`src/rtl/vga_pkg.sv`:
```
//------------------------------------------------------------------------------
// Module : vga_pkg
// Shared VGA timing types: line_t, measurement FSM states, counter default.
// Rev    : 1.0  initial release
//------------------------------------------------------------------------------
`default_nettype none

package vga_pkg;

    localparam int MaxLineCounter = 4095;

    typedef struct packed {
        logic [11:0] visible_area;
        logic [11:0] front_porch;
        logic [11:0] sync_pulse;
        logic [11:0] back_porch;
    } line_t;

    typedef enum logic [2:0] {
        IDLE = 3'd0,
        ACT  = 3'd1,
        FRP  = 3'd2,
        SYN  = 3'd3,
        BCP  = 3'd4
    } meas_state_e;

endpackage

`default_nettype wire

```
`src/rtl/vga_line_meas.sv`:
```
//------------------------------------------------------------------------------
// Module : vga_line_meas
// Measures active/front-porch/sync/back-porch lengths of one DE/sync axis and
// publishes them once stable. Optional VGA_LINE_MEAS_POL_EN: sync polarity
// auto-detection and pol_o output.
// Rev    : 1.0  initial release
//------------------------------------------------------------------------------
`default_nettype none

module vga_line_meas
    import vga_pkg::*;
#(
    parameter int MAX_COUNTER = MaxLineCounter,
    parameter int LOCK_COUNT  = 2
) (
    input  logic  clk_i,
    input  logic  rst_i,
    input  logic  inc_i,
    input  logic  de_i,
    input  logic  syn_i,
    output line_t line_o,
    output logic  valid_o,
    output logic  sol_o,
    output logic  err_o
`ifdef VGA_LINE_MEAS_POL_EN
    ,
    output logic  pol_o
`endif
);

    localparam int CW = $clog2(MAX_COUNTER + 1);
    localparam int MW = $clog2(LOCK_COUNT + 1);
    localparam int LW = $bits(line_t) / 4;

    meas_state_e      r_state;
    logic [CW-1:0]    r_cnt;
    logic [LW-1:0]    r_act;
    logic [LW-1:0]    r_frp;
    logic [LW-1:0]    r_syn;
    line_t            r_cand;
    logic [MW-1:0]    r_match;
    logic             r_first;

    logic             w_syn;
    logic             w_idle_clash;
    logic             w_err;
    logic             w_adv;
    logic             w_cont;
    meas_state_e      w_next;
    line_t            w_cand;
    logic             w_same;
    logic [MW-1:0]    w_match_new;

    // With polarity detection the sync level seen on the first DE tick defines
    // "inactive", so a level change while DE is high shows up as de&sync.
`ifdef VGA_LINE_MEAS_POL_EN
    assign w_syn        = syn_i ^ ~pol_o;
    assign w_idle_clash = 1'b0;
`else
    assign w_syn        = syn_i;
    assign w_idle_clash = syn_i;
`endif

    assign w_cand      = {r_act, r_frp, r_syn, LW'(r_cnt)};
    assign w_same      = (w_cand == r_cand);
    assign w_match_new = !w_same                          ? MW'(1) :
                         (r_match == MW'(LOCK_COUNT))     ? r_match :
                                                            r_match + 1'b1;

    always_comb begin
        w_err  = 1'b0;
        w_adv  = 1'b0;
        w_cont = 1'b0;
        w_next = IDLE;
        case (r_state)
            IDLE: begin
                w_next = ACT;
                if (de_i) begin
                    if (w_idle_clash) w_err = 1'b1;
                    else              w_adv = 1'b1;
                end
            end
            ACT: begin
                w_next = FRP;
                if (w_syn)     w_err  = 1'b1;
                else if (de_i) w_cont = 1'b1;
                else           w_adv  = 1'b1;
            end
            FRP: begin
                w_next = SYN;
                if (de_i)       w_err  = 1'b1;
                else if (w_syn) w_adv  = 1'b1;
                else            w_cont = 1'b1;
            end
            SYN: begin
                w_next = BCP;
                if (de_i)       w_err  = 1'b1;
                else if (w_syn) w_cont = 1'b1;
                else            w_adv  = 1'b1;
            end
            BCP: begin
                w_next = ACT;
                if (w_syn)     w_err  = 1'b1;
                else if (de_i) w_adv  = 1'b1;
                else           w_cont = 1'b1;
            end
            default: w_err = 1'b1;
        endcase
        // Counter never wraps: reaching MAX_COUNTER aborts the measurement.
        if (w_cont && (r_cnt == CW'(MAX_COUNTER - 1))) begin
            w_cont = 1'b0;
            w_err  = 1'b1;
        end
    end

    always_ff @(posedge clk_i or posedge rst_i) begin
        if (rst_i) begin
            r_state <= IDLE;
            r_cnt   <= '0;
            r_act   <= '0;
            r_frp   <= '0;
            r_syn   <= '0;
            r_cand  <= '0;
            r_match <= '0;
            r_first <= 1'b0;
            line_o  <= '0;
            valid_o <= 1'b0;
            sol_o   <= 1'b0;
            err_o   <= 1'b0;
`ifdef VGA_LINE_MEAS_POL_EN
            pol_o   <= 1'b1;
`endif
        end else begin
            sol_o <= 1'b0;
            err_o <= 1'b0;
            if (inc_i) begin
                if (w_err) begin
                    err_o   <= 1'b1;
                    r_state <= IDLE;
                    r_cnt   <= '0;
                    r_match <= '0;
                    valid_o <= 1'b0;
                end else if (w_cont) begin
                    r_cnt <= r_cnt + 1'b1;
                end else if (w_adv) begin
                    r_state <= w_next;
                    r_cnt   <= CW'(1);
                    case (r_state)
                        IDLE: begin
                            r_first <= 1'b1;
`ifdef VGA_LINE_MEAS_POL_EN
                            pol_o   <= ~syn_i;
`endif
                        end
                        ACT: r_act <= LW'(r_cnt);
                        FRP: r_frp <= LW'(r_cnt);
                        SYN: r_syn <= LW'(r_cnt);
                        BCP: begin
                            sol_o   <= 1'b1;
                            r_first <= 1'b0;
                            // The line entered from IDLE may be partial; skip it.
                            if (!r_first) begin
                                r_cand  <= w_cand;
                                r_match <= w_match_new;
                                if (w_match_new == MW'(LOCK_COUNT)) begin
                                    line_o  <= w_cand;
                                    valid_o <= 1'b1;
                                end else if (!w_same) begin
                                    valid_o <= 1'b0;
                                end
                            end
                        end
                        default: ;
                    endcase
                end
            end
        end
    end

endmodule

`default_nettype wire

```
`config.mk`:
```
export PLATFORM = sky130hd
export DESIGN_NAME = vga_line_meas
export DESIGN_NICKNAME = d
export VERILOG_FILES = /design/src/rtl/vga_pkg.sv /design/src/rtl/vga_line_meas.sv
export SDC_FILE = /design/constraint.sdc
export NUM_CORES = 1
export LEC_CHECK = 0
export CAP_MARGIN = 20
export CORE_MARGIN = 2
export CORE_UTILIZATION = 45
export CTS_CLUSTER_SIZE = 10
export DETAILED_ROUTE_END_ITERATION = 10
export GPL_TIMING_DRIVEN = 0
export PLACE_DENSITY = 0.66
export SLEW_MARGIN = 20
export SYNTH_ARGS = -nofsm -noshare
export SYNTH_HDL_FRONTEND = slang
export SYNTH_SLANG_ARGS = --single-unit
```
`constraint.sdc`:
```
create_clock -name clk_i -period 14.4 [get_ports clk_i]
set_input_delay 2.16 -clock clk_i [delete_from_list [all_inputs] [get_ports clk_i]]
set_output_delay 2.16 -clock clk_i [all_outputs]
set_load 0.05 [all_outputs]
```
==> results.yml, run 1 <==
cts:
  clk_latency_ps: 420
  clk_pin_slew_ps: 60
  post_cts_hold_buffer_count: 0
  post_cts_buffers: 0
  htree_levels: 4
  cts_root_buffer: "clkbuf_16"
  cts-root-to-sink-buffers: 2
  tritoncts.num_buffers: 17
  cts_tree: "done"
  cts.sink_count: 153
  postCtsResizedCells: 0
worst_setup_path:
  path_max_fanout: 10
  start_kind: "input port"
  critical_path_required_ps: 14700
  worstSetupPathType: "in2reg"
  worst-r2r-cell-count: 9
  setup.worst_path.end_class: "register"
  worst-endpoint-arrival_ps: 4850
final_layout:
  final-seq-area_um2: 3829
  total_number_of_nets_in_the_final_design: 682
  multi_input_area_um2: 2776
  area_growth_syn_to_layout_pct: 20.93
  postLayoutCellArea_um2: 8257
  post_route_cells_drive_above_1_share: 0.1953
  filler_cell_count: 1248
  antenna_cells: 0
  post_layout_nonfiller_instances: 874
timing:
  post-route-worst-setup-slack_ps: 9852
  number_of_max_slew_violations_in_the_final_report: 0
  finalClockSkew_ps: 7.339
  hold_ws_ps: 484.9
  slew_headroom: 0.4721
  setup_violations_final: 0
  total_negative_slack_for_setup_checks_ps: 0
  hold_vio_cnt_final: 0
  finalCriticalPeriod_ps: 4549
  fmaxAchievable_mhz: 219.9
  rsz0062_at_grt: "false"
  period_share: 0.3159
  actual_slew_at_the_worst_max_slew_pin_ps: 791.9
min_path:
  hold-path-cell-count: 2
  min_path_type: "reg2reg"
yosys:
  syn-cell-area_um2: 6828
  ys_warn_count: 0
  postSynth.asyncResetShare: 1.000
  yosysTopAreaCell: "dfrtp_1"
  synth.top_cells.by_area: "dfrtp_1 (56%), mux2_2 (11%), nand2_1 (8.4%)"
  total_of_flip_flops_plus_latches_after_synthesis: 153
  synth-seq-area-share: 0.5607
  yosysTopAreaCellShare: 0.5607
  synth-edff-count: 0
  most_common_cell_in_the_netlist: "dfrtp_1"
  postSynthAreaPerCell_um2: 11.40
  synth.distinct_cells: 47
  synth_top_cells_by_count: "dfrtp_1 (153), nand2_1 (152), mux2_2 (64)"
  yosys_most_used_dff: "dfrtp_1"
  synth_fp_nets: 607
  syn-instance-count: 599
detailed_routing:
  drc: 0
  drt_iter0_markers: 387
  final_ant_viol_nets: 0
  postRouteWirelength_mm: 15.41
  detail_route.first_pass.iterations: 5
  routed_wire_length_per_instance_um: 17.63
  detailroute.via_count: 4584
  via_per_inst: 5.245
power:
  power_density_nw_per_um2: 133.2
  vdd_ir_drop_max_mv: 0.08306
  leakagePower_nw: 4.400
placement:
  placement.io_buffers: 55
  dp_hpwl_mm: 10.61
  postPlaceCellArea_um2: 7649
  gp_routability_congestion: 0.8605
  post-place-cells: 843
  preCtsSetupSlack_ps: 9456
grt:
  first_pass_grt_wire_length_mm: 24.97
  grt_antenna_before_repair: 0
  grt_util_all_layers: 0.2032
  first_global_vias: 4641
  grt_overflow: 0
  maximum_number_of_pins_on_one_net_before_global_route_repair: 87
job:
  drv_cap: 0
die:
  chipHeight_um: 127.2
  floorplan.initialDensity: 0.4542
  die_width_um: 127.2
  core_region_area_um2: 15030
  die_area_um2: 16170
  core.rowCount: 45
  ios: 56
outcome:
  run_status: "finished, final reports clean"
## cell families after synthesis
| family | synth area share |
|---|---|
| AO/OA/AOI/OAI | 0.03299 |
| XOR/XNOR | 0.07440 |
| adder cells (fa/ha/maj) | 0.005498 |
| buffers and inverters | 0.03262 |
| flip-flops | 0.5607 |
| multiplexers | 0.1510 |
| AND/OR/NAND/NOR | 0.1428 |
## area by class of cell
class / count / area share
Inverter: 6 / 0.003637
Sequential cell: 153 / 0.4637
Clock buffer: 19 / 0.05243
Timing Repair Buffer: 56 / 0.07001
Clock inverter: 12 / 0.02122
Multi-Input combinational cell: 401 / 0.3363
Tap cell: 188 / 0.02849
Buffer: 39 / 0.02425
## report_power, final
part,internal (W),switching (W)
registers,0.000452,0.0000181
logic,0.0000614,0.000109
clock network,0.000289,0.000171
total,0.000802,0.000298
## placed cells by master (no fill, tap or decap), drive strengths merged, types with 8 or more instances in the layout
| master | Yosys | routed |
|---|---|---|
| buf | 22 | 23 |
| clkbuf | 17 | 36 |
| clkdlybuf4s50 | 0 | 55 |
| dfrtp | 153 | 153 |
| mux2 | 84 | 84 |
| nand2 | 152 | 152 |
| nand3 | 8 | 8 |
| nor2 | 21 | 21 |
| nor4 | 14 | 14 |
| xor2 | 55 | 55 |
## final timing paths
path,to,startpoint,slack (ps)
max,line_o[5],de_i,9850
max in group asynchronous,r_cnt[1],rst_i,11430
min,r_cand[19],r_cand[19],480
min in group asynchronous,line_o[40],rst_i,2180
max reg2reg,line_o[5],r_cnt[9],11400
min reg2reg,r_cand[19],r_cand[19],480
## through the flow
| stage | total power (W) | util |
|---|---|---|
| global placement | 0.0006379 | 0.5065 |
| detailed placement | 0.0006455 | 0.5088 |
| global route | 0.001147 | 0.5492 |
| finish | 0.001100 | 0.5492 |
| floorplan | 0.0005932 | - |
| CTS | 0.001109 | 0.5492 |
## critical path: stages
cell and delay [ps]:
clkdlybuf4s50_1 560, nor3b_2 280, a31oi_1 70, o32ai_1 280
nand3_1 330, or3b_1 510, buf_6 180, buf_6 170
mux2_4 300
## sequential cells by signal, summed over array words and instances, names as in the netlist
| signal | flops |
|---|---|
| err_o | 1 |
| line_o | 48 |
| r_act | 12 |
| r_cand | 48 |
| r_cnt | 12 |
| r_first | 1 |
| r_frp | 12 |
| r_match | 2 |
| r_state | 3 |
| r_syn | 12 |
| sol_o | 1 |
| valid_o | 1 |
## routing by layer
metal  vias up  wire length [µm]  GRT usage
met5         -                 0          0
met4         0               400    0.08339
met3        27               687    0.03853
met2       134              7489     0.3302
met1      2266              6828     0.2706
li1       2157                 -          -
(Power assumes the default switching activity.)
==> run 2, diff against run 1 <==
--- a/config.mk
+++ b/config.mk
@@ -11,7 +11,7 @@
 export CTS_CLUSTER_SIZE = 10
 export DETAILED_ROUTE_END_ITERATION = 10
 export GPL_TIMING_DRIVEN = 0
-export PLACE_DENSITY = 0.66
+export PLACE_DENSITY = 0.69
 export SLEW_MARGIN = 20
 export SYNTH_ARGS = -nofsm -noshare
 export SYNTH_HDL_FRONTEND = slang
==> constraint.sdc (replaced) <==
create_clock -name clk_i -period 4.14 [get_ports clk_i]
set_input_delay 0.621 -clock clk_i [delete_from_list [all_inputs] [get_ports clk_i]]
set_output_delay 0.621 -clock clk_i [all_outputs]
set_load 0.05 [all_outputs]
==> run 2 against run 1 <==
Compared with the run above: hold slack improved by 3.2 ps; non-clock buffer count grew 4; die area unchanged; highest routed layer unchanged; register-to-register slack got worse by 10000 ps; critical path depth did not move; clock-buffer cell count increased by 1.
==> results.yml, run 2 (synthesis gave the netlist of run 1 again) <==
timing:
  finalCriticalPeriod_ps: 3083
  finalClockSkew_ps: 12.96
  fmaxAchievable_mhz: 324.3
  number_of_max_slew_violations_in_the_final_report: 0
  hold_vio_cnt_final: 0
  rsz0062_at_grt: "false"
  slew_headroom: 0.4966
  actual_slew_at_the_worst_max_slew_pin_ps: 755.1
  total_negative_slack_for_setup_checks_ps: 0
  period_share: 0.7447
  setup_violations_final: 0
cts:
  cts-root-to-sink-buffers: 2
  clk_latency_ps: 430
  cts.sink_count: 153
  post_cts_hold_buffer_count: 0
  cts_root_buffer: "clkbuf_16"
  clk_pin_slew_ps: 60
  cts_tree: "done"
  postCtsResizedCells: 0
  post_cts_buffers: 0
  htree_levels: 4
  tritoncts.num_buffers: 17
placement:
  placement.io_buffers: 55
  dp_hpwl_mm: 10.93
  gp_routability_congestion: 0.8381
  post-place-cells: 847
  postPlaceCellArea_um2: 7725
die:
  die_area_um2: 16170
  ios: 56
  core.rowCount: 45
  floorplan.initialDensity: 0.4542
  core_region_area_um2: 15030
  chipHeight_um: 127.2
  die_width_um: 127.2
detailed_routing:
  detailroute.via_count: 4744
  routed_wire_length_per_instance_um: 17.88
  m1WireLength_mm: 6.812
  drt_iter0_markers: 308
  via_per_inst: 5.403
  detail_route.first_pass.iterations: 5
  final_ant_viol_nets: 0
  wl_met2_mm: 7.750
  dr.max_layer_used: "met4"
  postRouteWirelength_mm: 15.70
  length_of_routed_met3_wiring_um: 830
  drc: 0
min_path:
  holdPathEnd: "r_cand[45]"
  min_path_type: "reg2reg"
  worstHoldStart: "r_cand[45]"
  hold-path-cell-count: 2
final_layout:
  layout.cells.most_common: "dfrtp_1"
  area_growth_syn_to_layout_pct: 22.10
  antenna_cells: 0
  postLayoutCellArea_um2: 8337
  post_route_cells_drive_above_1_share: 0.2029
  filler_cell_count: 1244
  layout_common_cells: "dfrtp_1 (153), nand2_1 (152), mux2_2 (64), xor2_1 (55), clkdlybuf4s50_1 (55)"
  total_number_of_nets_in_the_final_design: 686
  biggestRegsByFlops: "line_o (48), r_cand (48)"
  post_layout_nonfiller_instances: 878
worst_setup_path:
  reg2reg_from: "r_cnt[9]"
  critical_path_required_ps: 4460
  path_max_fanout: 10
  worst-r2r-cell-count: 9
  setup.worst_path.end_class: "register"
  worstSetupPathType: "in2reg"
  worst-endpoint-arrival_ps: 3400
  start_kind: "input port"
  rr_endpoint: "line_o[5]"
  ff2ff_setup_slack_ps: 1200
grt:
  grt_antenna_before_repair: 0
  first_global_vias: 4778
  first_pass_grt_wire_length_mm: 25.85
  grt_util_all_layers: 0.2096
  grt_overflow: 0
  maximum_number_of_pins_on_one_net_before_global_route_repair: 37
power:
  vdd_ir_drop_max_mv: 0.3043
  power_density_nw_per_um2: 460.7
  power_w: 0.003841
  leakagePower_nw: 4.437
job:
  drv_cap: 0
outcome:
  run_status: "finished, final reports clean"
-- run 2: cell count changes in the layout (fill, tap and decap cells not counted) --
| cell | previous run | this run |
|---|---|---|
| buf_12 | 0 | 4 |
| bufinv_16 | 4 | 3 |
| clkbuf_1 | 19 | 17 |
| clkbuf_8 | 0 | 3 |
| clkinvlp_4 | 3 | 4 |
| inv_8 | 1 | 0 |
-- run 2: how the worst max path moves through the flow --
stage	start	to	slack (ps)	cells past startpoint
global placement	rst_i	sol_o	360	2
detailed placement	de_i	line_o[5]	670	9
floorplan	rst_i	err_o	1590	1
finish	de_i	line_o[5]	1060	9
CTS	de_i	line_o[5]	1130	9
global route	de_i	line_o[2]	930	9
-- run 2: metrics by stage --
stage / utilization / hold WS (ps) / setup WS [ps]
after CTS: 0.5546 / 488.7 / 1129
final: 0.5546 / 488.0 / 1057
after global routing: 0.5546 / 512.5 / 927.0
after global placement: 0.5067 / 467.9 / 361.3
after floorplan: - / 458.3 / 1588
after detailed placement: 0.5139 / 475.6 / 674.5
-- run 2: power breakdown --
part / switching, W / total [W] / internal, W
Clock: 0.000616 / 0.00161 / 0.000991
Combinational: 0.000377 / 0.000598 / 0.000221
Sequential: 0.0000640 / 0.00164 / 0.00157
Total: 0.00106 / 0.00384 / 0.00278
-- run 2: metal layers --
metal / up-vias / global-route usage
li1: 2156 / -
met1: 2391 / 0.2815
met2: 167 / 0.3343
met3: 30 / 0.05151
met4: 0 / 0.07563
met5: - / 0
-- run 2: cell type report --
type,instances,area (µm²),area share
Sequential cell,153,3829,0.4593
Multi-Input combinational cell,401,2776,0.3330
Timing Repair Buffer,60,658.1,0.07894
Clock buffer,20,466.7,0.05598
Tap cell,188,235.2,0.02822
Buffer,39,200.2,0.02401
Clock inverter,11,145.1,0.01741
Inverter,6,26.28,0.003152
-- run 2: critical path: stages --
cell	delay [ps]
clkdlybuf4s50_1	570
nor3b_2	260
a31oi_1	70
o32ai_1	320
nand3_1	380
or3b_1	510
buf_6	180
buf_6	170
mux2_4	300
